--- src/rtl/egress_pkg.sv ---
// Shared types and constants for the egress drain stage.
// Latency: none (types and constants only).
// Backpressure: not applicable.
package egress_pkg;

    localparam int   BW_DEFAULT = 6;
    localparam logic SRC_D0     = 1'b0;
    localparam logic SRC_D1     = 1'b1;

    // One buffered egress word: the source tag sits above the payload.
    typedef struct packed {
        logic                  src;
        logic [BW_DEFAULT-1:0] data;
    } egress_word_t;

    localparam int WORD_W = $bits(egress_word_t);

endpackage

--- src/rtl/egress_out_buf.sv ---
// Two-entry register FIFO of tagged egress words, with push, pop and occupancy count.
// Latency: a pushed word is visible at the head the cycle after the push (when the FIFO was empty).
// Backpressure: the caller never pushes into a full FIFO unless it pops in the same cycle.
module egress_out_buf
    import egress_pkg::*;
(
    input  logic              clk,
    input  logic              reset,
    input  logic              push,
    input  logic [WORD_W-1:0] push_word,
    input  logic              pop,
    output logic [WORD_W-1:0] head,
    output logic [1:0]        count
);

    logic [WORD_W-1:0] mem [2];
    logic              wr_ptr;
    logic              rd_ptr;

    // Storage, pointers and occupancy. On a full push+pop the write lands in the slot
    // being vacated by the head, so ordering is preserved.
    always_ff @(posedge clk) begin
        if (reset) begin
            mem[0] <= '0;
            mem[1] <= '0;
            wr_ptr <= 1'b0;
            rd_ptr <= 1'b0;
            count  <= 2'd0;
        end else begin
            if (push) begin
                mem[wr_ptr] <= push_word;
                wr_ptr      <= ~wr_ptr;
            end
            if (pop) begin
                rd_ptr <= ~rd_ptr;
            end
            count <= count + {1'b0, push} - {1'b0, pop};
        end
    end

    assign head = mem[rd_ptr];

    // Overflow and underflow are design errors upstream.
    a_no_overflow:  assert property (@(posedge clk) disable iff (reset) !(push && !pop && count == 2'd2));
    a_no_underflow: assert property (@(posedge clk) disable iff (reset) !(pop && count == 2'd0));

endmodule

--- src/rtl/egress_rr_drain.sv ---
// Round-robin drain of the D0/D1 destination FIFOs onto one source-tagged valid/ready egress stream.
// Latency: Di_rd in cycle N gives eg_valid in N+1 (in-flight word bypasses an empty buffer); 1 word/cycle.
// Backpressure: pops are issued only against free buffer credit; with eg_ready low the head is held.
// Build option EGRESS_COUNT_EN: adds 16-bit per-source accepted-word counters cnt_d0 / cnt_d1.
module egress_rr_drain
    import egress_pkg::*;
#(
    parameter int BW     = BW_DEFAULT,  // egress_word_t is sized by BW_DEFAULT; keep them equal
    parameter int OBUF_D = 2            // output buffer depth; only 2 is supported
) (
    input  logic          clk,
    input  logic          reset,
    input  logic          D0_empty,
    input  logic          D0_error_output,
    input  logic [BW-1:0] D0_data_out,
    output logic          D0_rd,
    input  logic          D1_empty,
    input  logic          D1_error_output,
    input  logic [BW-1:0] D1_data_out,
    output logic          D1_rd,
    input  logic          eg_ready,
    output logic          eg_valid,
    output logic [BW-1:0] eg_data,
    output logic          eg_src,
`ifdef EGRESS_COUNT_EN
    output logic [15:0]   cnt_d0,
    output logic [15:0]   cnt_d1,
`endif
    output logic [1:0]    err_sticky
);

    localparam logic [1:0] CREDIT_LIMIT = 2'(OBUF_D);

    logic         d0_elig;
    logic         d1_elig;
    logic         inflight_q;
    logic         inflight_src_q;
    logic         last_src_q;
    logic [1:0]   buf_count;
    logic [1:0]   committed;
    logic         accept;
    logic         bypass;
    logic         credit_ok;
    logic         buf_push;
    logic         buf_pop;
    egress_word_t inflight_word;
    egress_word_t head_word;

    assign d0_elig = ~D0_empty & ~D0_error_output;
    assign d1_elig = ~D1_empty & ~D1_error_output;
    assign accept  = eg_valid & eg_ready;

    // Words already owned by this stage (buffered + in flight), less the one leaving this cycle.
    assign committed = buf_count + {1'b0, inflight_q} - {1'b0, accept};
    assign credit_ok = ~reset & (committed < CREDIT_LIMIT);

    assign inflight_word.src  = inflight_src_q;
    assign inflight_word.data = inflight_src_q ? D1_data_out : D0_data_out;

    // The in-flight word is presented directly when the buffer is empty; otherwise it queues behind.
    assign bypass   = (buf_count == 2'd0) & inflight_q;
    assign eg_valid = (buf_count != 2'd0) | inflight_q;
    assign eg_data  = bypass ? inflight_word.data : head_word.data;
    assign eg_src   = bypass ? inflight_word.src  : head_word.src;
    assign buf_push = inflight_q & ~(bypass & eg_ready);
    assign buf_pop  = (buf_count != 2'd0) & eg_ready;

    // Round-robin grant: alternate when both are eligible, otherwise serve whichever is.
    always_comb begin
        D0_rd = 1'b0;
        D1_rd = 1'b0;
        if (credit_ok) begin
            if (d0_elig && d1_elig) begin
                if (last_src_q == SRC_D0) begin
                    D1_rd = 1'b1;
                end else begin
                    D0_rd = 1'b1;
                end
            end else if (d0_elig) begin
                D0_rd = 1'b1;
            end else if (d1_elig) begin
                D1_rd = 1'b1;
            end
        end
    end

    // In-flight tracking, RR pointer (reset so D0 wins first) and sticky error capture.
    always_ff @(posedge clk) begin
        if (reset) begin
            inflight_q     <= 1'b0;
            inflight_src_q <= SRC_D0;
            last_src_q     <= SRC_D1;
            err_sticky     <= 2'b00;
        end else begin
            inflight_q     <= D0_rd | D1_rd;
            inflight_src_q <= D1_rd ? SRC_D1 : SRC_D0;
            if (D0_rd || D1_rd) begin
                last_src_q <= D1_rd ? SRC_D1 : SRC_D0;
            end
            err_sticky <= err_sticky | {D1_error_output, D0_error_output};
        end
    end

`ifdef EGRESS_COUNT_EN
    // Per-source count of words accepted by the sink; free-running wrap at 16 bits.
    always_ff @(posedge clk) begin
        if (reset) begin
            cnt_d0 <= 16'd0;
            cnt_d1 <= 16'd0;
        end else if (accept) begin
            if (eg_src == SRC_D1) begin
                cnt_d1 <= cnt_d1 + 16'd1;
            end else begin
                cnt_d0 <= cnt_d0 + 16'd1;
            end
        end
    end
`endif

    egress_out_buf u_out_buf (
        .clk       (clk),
        .reset     (reset),
        .push      (buf_push),
        .push_word (inflight_word),
        .pop       (buf_pop),
        .head      (head_word),
        .count     (buf_count)
    );

    a_occ_max: assert property (@(posedge clk) disable iff (reset) buf_count <= 2'd2);
    a_one_rd:  assert property (@(posedge clk) disable iff (reset) !(D0_rd && D1_rd));

endmodule
--- config.mk ---
export PLATFORM = sky130hd
export DESIGN_NAME = egress_rr_drain
export DESIGN_NICKNAME = d
export VERILOG_FILES = /design/src/rtl/egress_pkg.sv /design/src/rtl/egress_out_buf.sv /design/src/rtl/egress_rr_drain.sv
export SDC_FILE = /design/constraint.sdc
export NUM_CORES = 1
export LEC_CHECK = 0
export CAP_MARGIN = 40
export CORE_UTILIZATION = 48
export DETAILED_ROUTE_END_ITERATION = 10
export MAX_ROUTING_LAYER = met4
export PLACE_DENSITY = 0.76
export SETUP_SLACK_MARGIN = 0.4
export SLEW_MARGIN = 20
export SYNTH_ARGS = -nofsm -noshare
export SYNTH_HDL_FRONTEND = slang
export SYNTH_SLANG_ARGS = --single-unit
--- constraint.sdc ---
create_clock -name clk -period 3.2 [get_ports clk]
set_clock_uncertainty 0.2 [all_clocks]
set_input_delay 0.64 -clock clk [delete_from_list [all_inputs] [get_ports clk]]
set_output_delay 0.64 -clock clk [all_outputs]
set_load 0.03 [all_outputs]
# After elaboration in Yosys (flattened, before gate mapping)

Memory sizes are Yosys's and may differ from the RTL's. A register that Yosys moved wholly into a read port is not among the register bits.
Index checks and enable logic that the tools add are counted.

Input bits: 19
Memories kept: 1
Latch bits: 0
Flip-flop bits (word level): 9
RAM bits: 14
Word-level logic and storage cells: 60
ROM bits: 0

Memory list:

| memory        | depth | bits a word | rd ports | clocked after Yosys merged registers in | write ports | line                 | source |
|---|---|---|---|---|---|---|---|
| u_out_buf.mem | 2     | 7           | 1        | 1                                       | 2           | egress_out_buf.sv:16 | `logic [WORD_W-1:0] mem [2];` |

Divide/modulo/power cells: 0
Muxes and demuxes: 23
Shifts and indexed selects: 0
Add/subtract/negate cells: 4
Eq/ne operators: 0
Magnitude comparators: 1
Bitwise operators: 19
Multipliers: 0
Reduce and logical (&&, ||, !) cells: 5

Operators with widths:

| cell                 | count |
|---|---|
| $mux W1              | 20 |
| $mux W6              | 2 |
| $and A1 B1 Y1        | 8 |
| $not A1 Y1           | 8 |
| $mux W7              | 1 |
| $reduce_or A7 Y1     | 1 |
| $add A2 B1 Y2        | 2 |
| $sub A2 B1 Y2        | 2 |
| $logic_not A2 Y1     | 1 |
| $lt A2 B2 Y1 const B | 1 |
| $or A1 B1 Y1         | 2 |
| $or A2 B2 Y2         | 1 |
| $reduce_bool A2 Y1   | 1 |
| $logic_and A1 B1 Y1  | 1 |
| $logic_or A1 B1 Y1   | 1 |

# Depth between registers and ports, before layout

Depth after elaboration: 10
Mapped depth: 8
Gate-level depth less buffers: 8

# Modules after synthesis

From an unflattened synthesis, not the netlist that was laid out.

Cell total of the unflattened synthesis: 112
Area, all modules: 1293.7 µm²

By module, submodules not included:

| module          | cells an instance | times used | area an instance (µm²) |
|---|---|---|---|
| egress_out_buf  | 66                | 1          | 832.0 |
| egress_rr_drain | 46                | 1          | 461.7 |

# Worst setup path after synthesis

OpenSTA, ideal clock, no wires.

Kind: register to output
Start point: register u_out_buf.count[1]
End point: output D1_rd
Path slack: -0.048 ns
Arrival time: 2.408 ns
Buffers on the path: 0
Cell stages (with the launch flop): 8
Cell sequence: dfxtp_1 -> or3_2 -> and2_1 -> ha_1 -> nor2b_1 -> xnor2_2 -> nand2b_2 -> a2111oi_4

Longest elaborated chain between the ends: 7
Elaborated cells between the ends (all ways): 8
Those cells by class: add/sub: 2; order compare: 1; mux: 1; bitwise: 3; reduce/logical: 1

Ends and longest elaborated chain:

| element                | line                  | source |
|---|---|---|
| from (decl)            | egress_out_buf.sv:13  | `output logic [1:0] count` |
| from (signal assigned) | egress_out_buf.sv:37  | `count <= count + {1'b0, push} - {1'b0, pop};` |
| $reduce_bool A2 Y1     | egress_rr_drain.sv:62 | `assign eg_valid = (buf_count != 2'd0) \| inflight_q;` |
| $or A1 B1 Y1           | egress_rr_drain.sv:62 |  |
| named net eg_valid     | egress_rr_drain.sv:22 | `output logic eg_valid,` |
| $and A1 B1 Y1          | egress_rr_drain.sv:51 | `assign accept = eg_valid & eg_ready;` |
| $sub A2 B1 Y2          | egress_rr_drain.sv:54 | `assign committed = buf_count + {1'b0, inflight_q} - {1'b0, accept};` |
| $lt A2 B2 Y1           | egress_rr_drain.sv:55 | `assign credit_ok = ~reset & (committed < CREDIT_LIMIT);` |
| $and A1 B1 Y1          | egress_rr_drain.sv:55 |  |
| $mux W1                | egress_rr_drain.sv:72 | `if (credit_ok) begin` |
| to (decl)              | egress_rr_drain.sv:20 | `output logic D1_rd,` |

The timed path passes the listed nets, and every way through them passes these cells.

# Final worst setup path

Start point: register u_out_buf.count[1]
End point: output D0_rd

Longest elaborated chain between the ends: 7
Elaborated cells between the ends (all ways): 8
Those cells by class: add/sub: 2; order compare: 1; mux: 1; bitwise: 3; reduce/logical: 1

Ends and longest elaborated chain:

| element            | line                  | source |
|---|---|---|
| $reduce_bool A2 Y1 | egress_rr_drain.sv:62 |  |
| $or A1 B1 Y1       | egress_rr_drain.sv:62 |  |
| $and A1 B1 Y1      | egress_rr_drain.sv:51 |  |
| $sub A2 B1 Y2 (*)  | egress_rr_drain.sv:54 |  |
| $lt A2 B2 Y1 (*)   | egress_rr_drain.sv:55 |  |
| $and A1 B1 Y1 (*)  | egress_rr_drain.sv:55 |  |
| $mux W1 (*)        | egress_rr_drain.sv:72 |  |
| to (decl)          | egress_rr_drain.sv:16 | `output logic D0_rd,` |

Every way passes the cells marked *; elsewhere a longest branch is shown, timed or not.

==> results.tsv <==
stage	metric	value	unit
power	Power Total	1.36	mW
timing	Pins Over Slew Limit	0	
floorplan	Die Area	2760	um^2
yosys	top post-synthesis cells by area	edfxtp_1, dfxtp_1, nor2_1, mux2i_1, nor2b_1	
global_route	total track usage	0.194	
setup_path	crit path buf inv count	2	
clock_network	CTS clk-pin slew, worst paths	0.12	ns
clock_network	CTS sink count	24	
route	Via-to-Cell Ratio	5.21	
setup_path	worst path cell trace	or3_4 > and2_4 > ha_4 > nor2b_4 > xnor2_4 > buf_4 > o311a_4 > buf_6	
timing	fin worst setup slack	0.138	ns
clock_network	Clock Latency Late Sink	0.30	ns
setup_path	family with the most delay on the worst path	simple AND/OR/NAND/NOR gates	
outcome	outcome	finished clean	
finish	number of fill cells in the layout	181	
floorplan	I/O pin cnt	31	
yosys	Yosys top cell area share	0.343	
setup_path	slowest stage delay, CP	0.38	ns
global_route	first-pass GRT wire length	3710	um
setup_path	critical path required time	2.36	ns
worst_hold_path	Hold Crit Depth	2	
floorplan	Initial Utilization	0.529	
floorplan	DIE HEIGHT	52.5	um
place	post-detail-place hpwl	1810	um
timing	final setup TNS	0	ns
setup_path	WS Path Type	reg -> out	
route	via count	943	
yosys	Ys Warns	0	
yosys	#FFs+latches synth	24	
timing	fmax	327	MHz
yosys	number of synthesized flops with an enable pin	14	
place	dpl ws	0.0167	ns
yosys	top post-synthesis cells by count	nor2_1, edfxtp_1, dfxtp_1	
power	worst vdd ir	687	uV
timing	unrepaired setup endpoints after global routing	true	
clock_network	htree depth	1	
global_route	largest net degree at the start of global routing	15	
yosys	prevailing post-synth register cell	edfxtp_1	
place	gpl congestion	0.757	
yosys	syn avg cell area	10.6	um^2
setup_path	crit path max fanout	4	
setup_path	CP Capture Type	output port	
clock_network	CTS buffer count	3	
yosys	Yosys cell types	27	
timing	Rel. slew slack	0.708	
route	# DRC	0	
finish	ant diodes	0	
global_route	vias in the first global route	873	
floorplan	Die W	52.5	um
clock_network	worst-case clock buffer depth	2	
yosys	Cell Area, Synth	1230	um^2
timing	Setup-failing EPs final	0	
yosys	Mapped Cells	116	
setup_path	slowest CP cell	dfxtp_4	
timing	fin crit share	0.957	
finish	area of the multi-input gates	637	um^2
power	pwr dens	809	nW/um^2
clock_network	cts hold-fix bufs	0	
timing	crit path time final	3.06	ns
worst_hold_path	Hold Crit Class	reg -> reg	
timing	worst-margin pin slew	0.437	ns
yosys	largest area contributor in the netlist	edfxtp_1	
clock_network	root buf cell	clkbuf_4	
route	Initial DRT Pass Iterations	4	
global_route	initial antenna violation count	0	
yosys	sequential area share after synthesis	0.506	
setup_path	kind of start point of the critical path	flop	
finish	Post-Route Utilization	0.727	
setup_path	stages on the worst setup path	8	
route	Routed WL per cell	13.9	um
route	routed wire length	2510	um
place	IO buf count	30	
yosys	top-count cell post-synth	nor2_1	
finish	area delta synth->final	37.6	%
finish	register area	624	um^2
floorplan	core area	2320	um^2
clock_network	CTS tree	yes	
setup_path	Worst EP arrival	2.22	ns
setup_path	R2R depth	10	
timing	Final Hold Viols	0	
route	DRT iter0 DRCs	7	
floorplan	Cell Rows	17	
finish	NumNets Final	176	
yosys	FFs w/ async S/R, synth	0	
route	Final ANT Viol Nets	0	
power	Pleak	0.647	nW
run	reported max-cap violation count	0	
yosys	Mapped Nets	138	
global_route	grt total ovfl	0	
finish	share of layout cells above drive strength 1	0.163	
## tightest hold or removal path, stage by stage, from the launching register on
cell     delay (ns)
dfxtp_1        0.33
nor2_1         0.08
nor2_1         0.04
## kinds of logic after synthesis
logic type,count (synthesis),share of synthesized area
simple gates,46,0.176
flops,24,0.506
compound gates,21,0.147
buf+inv,9,0.0347
mux,7,0.0571
xor+xnor,6,0.0490
fa+ha+maj,3,0.0306
## power breakdown
| part | leakage (nW) | internal (mW) | switching (mW) |
|---|---|---|---|
| logic | 0.404 | 0.375 | 0.409 |
| clock network | 0.0150 | 0.0485 | 0.0832 |
| registers | 0.229 | 0.388 | 0.0608 |
| total | 0.647 | 0.812 | 0.553 |
## through the flow
stage | hold slack [ns] | cells | cell area (um^2)
6_report | 0.280 | 181 | 1690
4_1_cts | 0.283 | 179 | 1630
3_3_place_gp | 0.254 | 171 | 1570
2_1_floorplan | 0.281 | 116 | 1250
5_1_grt | 0.320 | 181 | 1690
3_5_place_dp | 0.259 | 171 | 1570
## flip-flops by register name (all words and copies together), names as in the netlist, named ones only
register and count:
u_out_buf.wr_ptr 1, inflight_q 1, u_out_buf.mem 14, err_sticky 2, inflight_src_q 1, u_out_buf.count 2
last_src_q 1, u_out_buf.rd_ptr 1
## repair_timing
item / in CTS / in global routing
gates resized for setup: 13 / 4
setup buffers: 4 / 2
setup endpoints to repair: 9 / 2
pin swaps: 1 / 1
## layout by cell type (no fill, tap or decap), types with 2 or more instances in the layout
cell type / netlist / final
nor2_1: 27 / 27
clkdlybuf4s50_1: 0 / 20
edfxtp_1: 14 / 14
dfxtp_1: 10 / 9
buf_4: 0 / 9
nor2b_1: 9 / 8
dlygate4sd2_1: 0 / 8
mux2i_1: 7 / 7
a211oi_1: 7 / 7
a21oi_1: 7 / 7
inv_1: 4 / 4
nand2_1: 3 / 3
xnor2_1: 3 / 3
clkbuf_4: 0 / 3
a2111oi_4: 2 / 2
and2_4: 0 / 2
nand2b_1: 2 / 2
ha_1: 3 / 2
## final timing paths
kind              slack [ns]        endpoint          startpoint
hold reg to reg         0.28   err_sticky[0]       err_sticky[0]
hold / removal          0.28   err_sticky[0]       err_sticky[0]
setup reg to reg        0.68  inflight_src_q  u_out_buf.count[1]
setup / recovery        0.14           D0_rd  u_out_buf.count[1]
## layout make-up
type / count / share of cell area
multi-input combinational: 83 / 0.378
sequential: 24 / 0.370
inverter: 4 / 0.00890
timing repair buffer: 38 / 0.207
tap: 28 / 0.0208
clock buffer: 4 / 0.0156
## routing by layer
| layer | routed length (um) | share of wire | vias to the layer above | GRT usage |
|---|---|---|---|---|
| met5 | 0 | 0 | - | - |
| met4 | 29 | 0.012 | 0 | 0.0526 |
| met3 | 138 | 0.055 | 4 | 0.0261 |
| met2 | 1330 | 0.53 | 27 | 0.365 |
| met1 | 1010 | 0.40 | 438 | 0.212 |
| li1 | - | - | 474 | - |
Note: power is estimated with default switching activity, not from simulation.
